--- src/rtl/pc_fetch_unit.sv ---
// Program counter and next-PC selection for the single-cycle MIPS fetch stage.
// Runs a BOOT/RUN/HALT sequencer and counts every fetched instruction that advances.
module pc_fetch_unit #(
    parameter logic [31:0] RESET_PC = 32'h0000_0000,
    parameter logic [31:0] PC_LIMIT = 32'h0000_0800,
    parameter int          CNT_W    = 32
) (
    input  logic             clk,
    input  logic             reset,
    input  logic             stall,
    input  logic             branch_taken,
    input  logic [31:0]      branch_offset,
    input  logic             jump,
    input  logic [25:0]      jump_index,
    input  logic             halt_req,
    input  logic             resume,
    output logic [31:0]      pc,
    output logic [31:0]      pc_plus4,
    output logic             fetch_valid,
    output logic             halted,
    output logic             fault,
    output logic [CNT_W-1:0] fetch_count
);

    typedef enum logic [1:0] {
        BOOT = 2'd0,
        RUN  = 2'd1,
        HALT = 2'd2
    } state_t;

    state_t             state_r;
    logic [31:0]        pc_r;
    logic               fetch_valid_r;
    logic               halted_r;
    logic               fault_r;
    logic [CNT_W-1:0]   fetch_count_r;

    logic [31:0]        pc_plus4_s;
    logic [31:0]        branch_target_s;
    logic [31:0]        jump_target_s;
    logic [31:0]        next_pc_s;
    logic               self_jump_s;
    logic               out_of_range_s;
    logic [CNT_W-1:0]   count_inc_s;

    // Candidate targets, jump-over-branch selection, halt/fault detection.
    always_comb begin
        pc_plus4_s      = pc_r + 32'd4;
        branch_target_s = pc_plus4_s + (branch_offset << 2);
        jump_target_s   = {pc_plus4_s[31:28], jump_index, 2'b00};
        next_pc_s       = pc_plus4_s;
        if (jump) begin
            next_pc_s = jump_target_s;
        end else if (branch_taken) begin
            next_pc_s = branch_target_s;
        end else begin
            next_pc_s = pc_plus4_s;
        end
        self_jump_s    = jump && (jump_target_s == pc_r);
        out_of_range_s = (next_pc_s >= PC_LIMIT);
        // Counter sticks at all-ones rather than wrapping to zero.
        if (fetch_count_r != {CNT_W{1'b1}}) begin
            count_inc_s = fetch_count_r + {{(CNT_W-1){1'b0}}, 1'b1};
        end else begin
            count_inc_s = fetch_count_r;
        end
    end

    // Sequencer and PC/status registers; reset dominates every other input.
    always_ff @(posedge clk) begin
        if (reset) begin
            state_r       <= BOOT;
            pc_r          <= RESET_PC;
            fetch_valid_r <= 1'b0;
            halted_r      <= 1'b0;
            fault_r       <= 1'b0;
            fetch_count_r <= {CNT_W{1'b0}};
        end else begin
            case (state_r)
                BOOT: begin
                    state_r       <= RUN;
                    pc_r          <= RESET_PC;
                    fetch_valid_r <= 1'b1;
                    halted_r      <= 1'b0;
                    fault_r       <= 1'b0;
                end
                RUN: begin
                    if (halt_req) begin
                        state_r       <= HALT;
                        fetch_valid_r <= 1'b0;
                        halted_r      <= 1'b1;
                        fault_r       <= 1'b0;
                    end else if (stall) begin
                        state_r <= RUN;
                    end else begin
                        fetch_count_r <= count_inc_s;
                        if (self_jump_s) begin
                            state_r       <= HALT;
                            fetch_valid_r <= 1'b0;
                            halted_r      <= 1'b1;
                            fault_r       <= 1'b0;
                        end else if (out_of_range_s) begin
                            // Keep the offending address visible for debug.
                            state_r       <= HALT;
                            pc_r          <= next_pc_s;
                            fetch_valid_r <= 1'b0;
                            halted_r      <= 1'b1;
                            fault_r       <= 1'b1;
                        end else begin
                            pc_r <= next_pc_s;
                        end
                    end
                end
                HALT: begin
                    if (resume) begin
                        state_r       <= BOOT;
                        pc_r          <= RESET_PC;
                        fetch_valid_r <= 1'b0;
                        halted_r      <= 1'b0;
                        fault_r       <= 1'b0;
                    end else begin
                        state_r <= HALT;
                    end
                end
                default: begin
                    state_r       <= BOOT;
                    pc_r          <= RESET_PC;
                    fetch_valid_r <= 1'b0;
                    halted_r      <= 1'b0;
                    fault_r       <= 1'b0;
                end
            endcase
        end
    end

    assign pc          = pc_r;
    assign pc_plus4    = pc_plus4_s;
    assign fetch_valid = fetch_valid_r;
    assign halted      = halted_r;
    assign fault       = fault_r;
    assign fetch_count = fetch_count_r;

endmodule

--- config.mk ---
export PLATFORM = sky130hd
export DESIGN_NAME = pc_fetch_unit
export DESIGN_NICKNAME = d
export VERILOG_FILES = /design/src/rtl/pc_fetch_unit.sv
export SDC_FILE = /design/constraint.sdc
export NUM_CORES = 1
export LEC_CHECK = 0
export BUFFER_PORTS_ARGS = -buffer_cell sky130_fd_sc_hd__buf_4
export CAP_MARGIN = 20
export CORE_ASPECT_RATIO = 0.6
export CORE_MARGIN = 1.5
export CORE_UTILIZATION = 45
export DETAILED_ROUTE_END_ITERATION = 8
export GPL_TIMING_DRIVEN = 1
export PLACE_DENSITY = 0.77
export SLEW_MARGIN = 5
export SYNTH_ARGS = -nofsm -noshare
export SYNTH_HDL_FRONTEND = slang
export SYNTH_SLANG_ARGS = --single-unit
--- constraint.sdc ---
create_clock -name clk -period 3.9 [get_ports clk]
set_input_delay 0.39 -clock clk [delete_from_list [all_inputs] [get_ports clk]]
set_output_delay 0.39 -clock clk [all_outputs]
set_load 0.05 [all_outputs]
Word-level counts from Yosys, hierarchy flattened
Index checks and enable logic that the tools add are counted.

Flip-flop bits (word level): 69. Bits of input ports: 65. Output and inout bits: 99. Logic and storage cells: 56.

Add/sub/neg operators: 3. $lt $le $gt $ge: 1. Equal/unequal tests: 11. Mux-type cells: 28. Bitwise gates (word level): 2. Reductions and logical operators: 5.

Operator list (number): 2-to-1 mux 32 bit (6); one-hot mux 32 bit (2 select lines) (1); adder 32 x 1 -> 32 bit, second input constant (1); adder 32 x 3 -> 32 bit, second input constant (1); adder 32 bit (1); == test 32 bit (1); >= comparator 32 x 12 -> 1 bit, second input constant (1); != test 32 bit, second input constant (1); 2-to-1 mux 1 bit (12); 2-to-1 mux 2 bit (5); != test 2 bit, second input constant (4); AND reduction 4 bit (2); one-hot mux 2 bit (3 select lines) (1); != test 5 bit, second input constant (1); != test 4 bit, second input constant (1); one-hot mux 1 bit (2 select lines) (2); != test 3 bit, second input constant (1); one-hot mux 1 bit (3 select lines) (1); AND reduction 3 bit (1); == test 2 x 1 -> 1 bit, second input constant (1); == test 2 bit, second input constant (1); logical NOT 2 bit (1); NOT 1 bit (2); logical AND 1 bit (1).

Logic depth before layout (Yosys ltp)
Depth in word-level cells: 10. Mapped depth: 18. Mapped depth without buffers: 17.

Worst setup path before layout
Ideal clock, no wire load.

Path type: register to register. Start point: register pc_r[3] (netlist: pc[3]). End point: register fault_r (netlist: fault). Setup time: 0.082 ns. Arrival: 5.367 ns. Data required time: 3.818 ns. Slack: -1.549 ns. Stages on the path, launching flop included: 17. Path buffers: 0. Period minus slack after synthesis: 5.449 ns. Path through: dfxtp_1 > ha_1 > nand3_1 > nor3_2 > and3_1 > xor2_1 > ha_1 > a21oi_1 > o21ai_0 > a221o_1 > or4_1 > a31oi_1 > o22ai_1 > nor4_2 > nand4b_1 > or4_1 > o2111ai_1.

Cells in the longest elaborated chain, start to end: 7. Elaborated cells between the ends (all ways): 13. Those cells by class: add/sub (2); order compare (1); eq/ne (2); mux (6); reduce/logical (2).

Ends and longest elaborated chain: start, declared (RTL line 32) `logic [31:0] pc_r;`; start signal, assigned (RTL line 105) `pc_r <= next_pc_s;`; start signal, assigned (RTL line 110) `pc_r <= next_pc_s;`; adder 32 x 3 -> 32 bit * (RTL line 48) `pc_plus4_s = pc_r + 32'd4;`; via pc_plus4[18] (RTL line 18) `output logic [31:0] pc_plus4,`; adder 32 bit (RTL line 49) `branch_target_s = pc_plus4_s + (branch_offset << 2);`; 2-to-1 mux 32 bit * (RTL line 54) `end else if (branch_taken) begin`; 2-to-1 mux 32 bit * (RTL line 52) `if (jump) begin`; >= comparator 32 x 12 -> 1 bit * (RTL line 60) `out_of_range_s = (next_pc_s >= PC_LIMIT);`; != test 4 bit (no source line) *; AND reduction 3 bit (no source line) *; end signal, assigned (RTL line 76) `fault_r <= 1'b0;`; end signal, assigned (RTL line 85) `fault_r <= 1'b0;`; end signal, assigned (RTL line 92) `fault_r <= 1'b0;`; end, declared (RTL line 35) `logic fault_r;`.

Mark *: on every way through the listed nets, which the timed path passes. The rest lies on a longest branch. The select of a mux whose other input is x is not followed. A chain may end at the register's enable or synchronous reset.

Final worst setup path
Start point: register pc_r[3] (netlist: pc[3]). End point: register fault_r (netlist: fault).

Cells in the longest elaborated chain, start to end: 7. Elaborated cells between the ends (all ways): 13. Those cells by class: add/sub (2); order compare (1); eq/ne (2); mux (6); reduce/logical (2).

Ends and longest elaborated chain (RTL line): adder 32 x 3 -> 32 bit (48); adder 32 bit / == test 32 bit (equally long branches) (49, 59); 2-to-1 mux 32 bit / logical AND 1 bit (equally long branches) (54, 59); 2-to-1 mux 32 bit / 2-to-1 mux 1 bit (equally long branches) (52, 97); >= comparator 32 x 12 -> 1 bit / 2-to-1 mux 1 bit (equally long branches) (60, 93); != test 4 bit (no source line) / 2-to-1 mux 1 bit (equally long branches); AND reduction 3 bit (no source line) / one-hot mux 1 bit (2 select lines) (equally long branches).

Parallel ways exist; a longest one is shown, timed or not. The select of a mux whose other input is x is not followed.

==> flow_summary.toml <==
[min_path]
hold_class = "input port to flip-flop"

[run_status]
violations = "setup timing"
outcome = "finished, violations left"

[synth]
ys.warnings.count = 0
yosys_register_bits = 69
yosys.area.top_type = "dfxtp_1"
synth_nets = 977
synth_cell_types = 77
ys_seq_area_share_pct = 21.3
postSynthAreaPerCell_sq_um = 7.39
synth_top_area_share_pct = 21.3
synth_area_sq_mm = 0.00647
synth_edf_count = 0
synth_ff_type = "dfxtp_1"
async_flop_share_pct = 0
syn_inst = 876
synthTopCellsByArea = "dfxtp_1 21%, xnor2_1 7.6%, nor2_1 6.8%"

[final_layout]
finalInstanceArea_sq_mm = 0.0106
fin_cells = 1435
synthToLayoutAreaGrowth_pct = 64.5
layout_common_cells = "391 x buf_4, 115 x nor2_1, 78 x nand2_1, 57 x a21oi_1, 50 x dfxtp_1"
mostFrequentLayoutCell = "buf_4"
final_layout_size_suffix_gt1_share_pct = 44.4
antenna_cells = 0
nets = 1339
fillers = 1015

[cts]
numCtsBuffers = 9
hold_buffers = 0
clkSlewWorstSetupHoldPaths_ns = 0.05
clockRootBuffer = "clkbuf_16"
clock_latency_ns = 0.33
cts_htree_levels = 3
clock_path_buffers = 2
cts.sinks = 69
cts_tree = "yes"

[critical_path]
max_stage_delay_ns = 0.55
slowest_stage = "or4_1"
cp_data_arrival_time_ns = 4.66
crit_family = "simple AND/OR/NAND/NOR gates"
cp_max_fo = 7
timing.critical_path.cells = "nand4_1 > nor3_4 > buf_4 > nand2_1 > xor2_1 > inv_1 > ha_4 > nand4_1 > buf_4 > a2111oi_4 > o311ai_1 > a311oi_2 > a221oi_2 > nor4_2 > nand4b_1 > or4_1 > o2111ai_1"
path_class = "flip-flop to flip-flop"
crit_path_start_kind = "flip-flop"
endpoint_kind = "flip-flop"
required_ns = 4.15
cp.buffers_inverters = 3

[sta]
worst_pin_slew_ns = 0.797
finClkSkew_ns = 0.00424
grt_setup_unrepaired = "true"
fmax_ghz = 0.227
maxSlewHeadroom_pct = 46.4
finalCriticalPeriod_ns = 4.41
holdWs_ns = 0.403
period_share_pct = 113
finalMaxSlewViolations = 0
fin_ws_ns = -0.505
final-hold-violation-count = 0
setup_viol = 7

[global_routing]
grt_max_degree = 67
antenna_found_initial = 1
grt_pass1_wl_microns = 42000
grt_usage_pct = 36.2
grt_overflow = 0
grt_pass1_vias = 8105

[floorplan]
rows = 33
io_pins = 164
start_util_pct = 46.8
coreArea_sq_mm = 0.0138
dieArea_sq_mm = 0.0151
chipHeight_microns = 95.9
die_w_microns = 158

[detailed_routing]
vias_per_cell = 6.07
routed_wl_microns = 27900
route.antenna.remaining_nets = 0
drc = 0
drt_first_pass_iters = 9
num_vias = 8709
drt_iter0_markers = 1204
wl_per_cell_microns = 19.5

[place]
gp_congestion = 1.01
dp_hpwl_microns = 20800
port_buffers = 161
placedCellCount = 1387
placed_cell_area_sq_mm = 0.00966
post-place-ws_ns = -0.408

[pwr]
ir_drop_mv = 0.264
finalPower_mw = 2.29
power_density_mw_per_mm2 = 215
p_leak_nw = 4.70

[run]
maxCapViolCount = 0
[synth_stat cells, drive strengths merged (6+ instances only)]
master,number
nor2,117
nand2,87
a21oi,69
dfxtp,69
xnor2,56
nand4,38
clkbuf,36
o21ai,36
ha,35
nand3,35
xor2,34
nor3,26
inv,22
a211oi,13
and2,13
and3,12
buf,12
nor4,12
a22oi,11
or3,11
o211ai,9
mux2i,8
o221ai,7
a21o,6
and4,6
nand2b,6
or2,6
or4,6
[registers in the layout (all words and copies together) (netlist names)]
register and count:
fault 1, fetch_count 32, fetch_valid 1, halted 1
pc 32, state_r 2
[worst register-to-register path, cell delays in order (launching register included)]
cell,delay (ns)
dfxtp_4,0.37
nand4_1,0.18
nor3_4,0.31
buf_4,0.17
nand2_1,0.08
xor2_1,0.25
inv_1,0.13
ha_4,0.33
nand4_1,0.14
buf_4,0.21
a2111oi_4,0.44
o311ai_1,0.18
a311oi_2,0.30
a221oi_2,0.10
nor4_2,0.30
nand4b_1,0.19
or4_1,0.55
o2111ai_1,0.11
[stage by stage]
stage          utilization, %  TNS [ns]
3_5_place_dp             69.8     -2.03
5_1_grt                  77.0     -3.38
3_3_place_gp             69.8     -1.54
6_report                 77.0     -2.58
2_1_floorplan               -     -2.79
4_1_cts                  76.1     -1.10
[final timing paths]
path	start	slack [ns]	depth (start not counted)	to
min reg2reg	fetch_count[19]$_SDFFE_PP0P_	0.51	2	fetch_count[19]$_SDFFE_PP0P_
max	pc[3]$_SDFFE_PP0P_	-0.51	17	fault$_SDFFE_PP0P_
min	halt_req	0.40	4	pc[2]$_SDFFE_PP0P_
max reg2reg	pc[3]$_SDFFE_PP0P_	-0.51	17	fault$_SDFFE_PP0P_
[report_power, final]
| group | internal, mW | switching [mW] | total, mW |
|---|---|---|---|
| Sequential | 0.715 | 0.0143 | 0.729 |
| Combinational | 0.314 | 0.419 | 0.733 |
| Clock | 0.530 | 0.297 | 0.827 |
[area by class of cell]
cell class | count | area, sq um | share of cell area (%)
multi-input cells | 737 | 5530 | 52.0
repair buffers | 399 | 3060 | 28.7
flip-flops and latches | 69 | 1430 | 13.4
clock buffers | 12 | 258 | 2.42
well taps | 192 | 240 | 2.26
inverters | 22 | 82.6 | 0.776
clock inverters | 4 | 45.0 | 0.423
[kinds of logic after synthesis]
logic type	synth area share, %
AO/OA/AOI/OAI	22.4
multiplexers	1.59
AND/OR/NAND/NOR	29.7
adder cells (fa/ha/maj)	7.08
flip-flops	21.3
XOR/XNOR	12.2
buffers and inverters	5.67
[per-layer routing]
layer | part of all wire [%] | global-route usage (%) | wire length, microns | vias to the layer above
li1 | - | - | - | 3934
met1 | 41 | 48.5 | 11600 | 4105
met2 | 43 | 56.7 | 12000 | 560
met3 | 12 | 9.91 | 3480 | 108
met4 | 3.2 | 11.5 | 903 | 2
met5 | 0.064 | 0 | 18 | -
[timing repair]
action                     4_1_cts  5_1_grt
pin swaps                       40       32
cloned                           1        0
resized for setup               64       22
setup buffers                   24        8
setup endpoints to repair        7       10
Note: power is estimated with default switching activity, not from simulation.
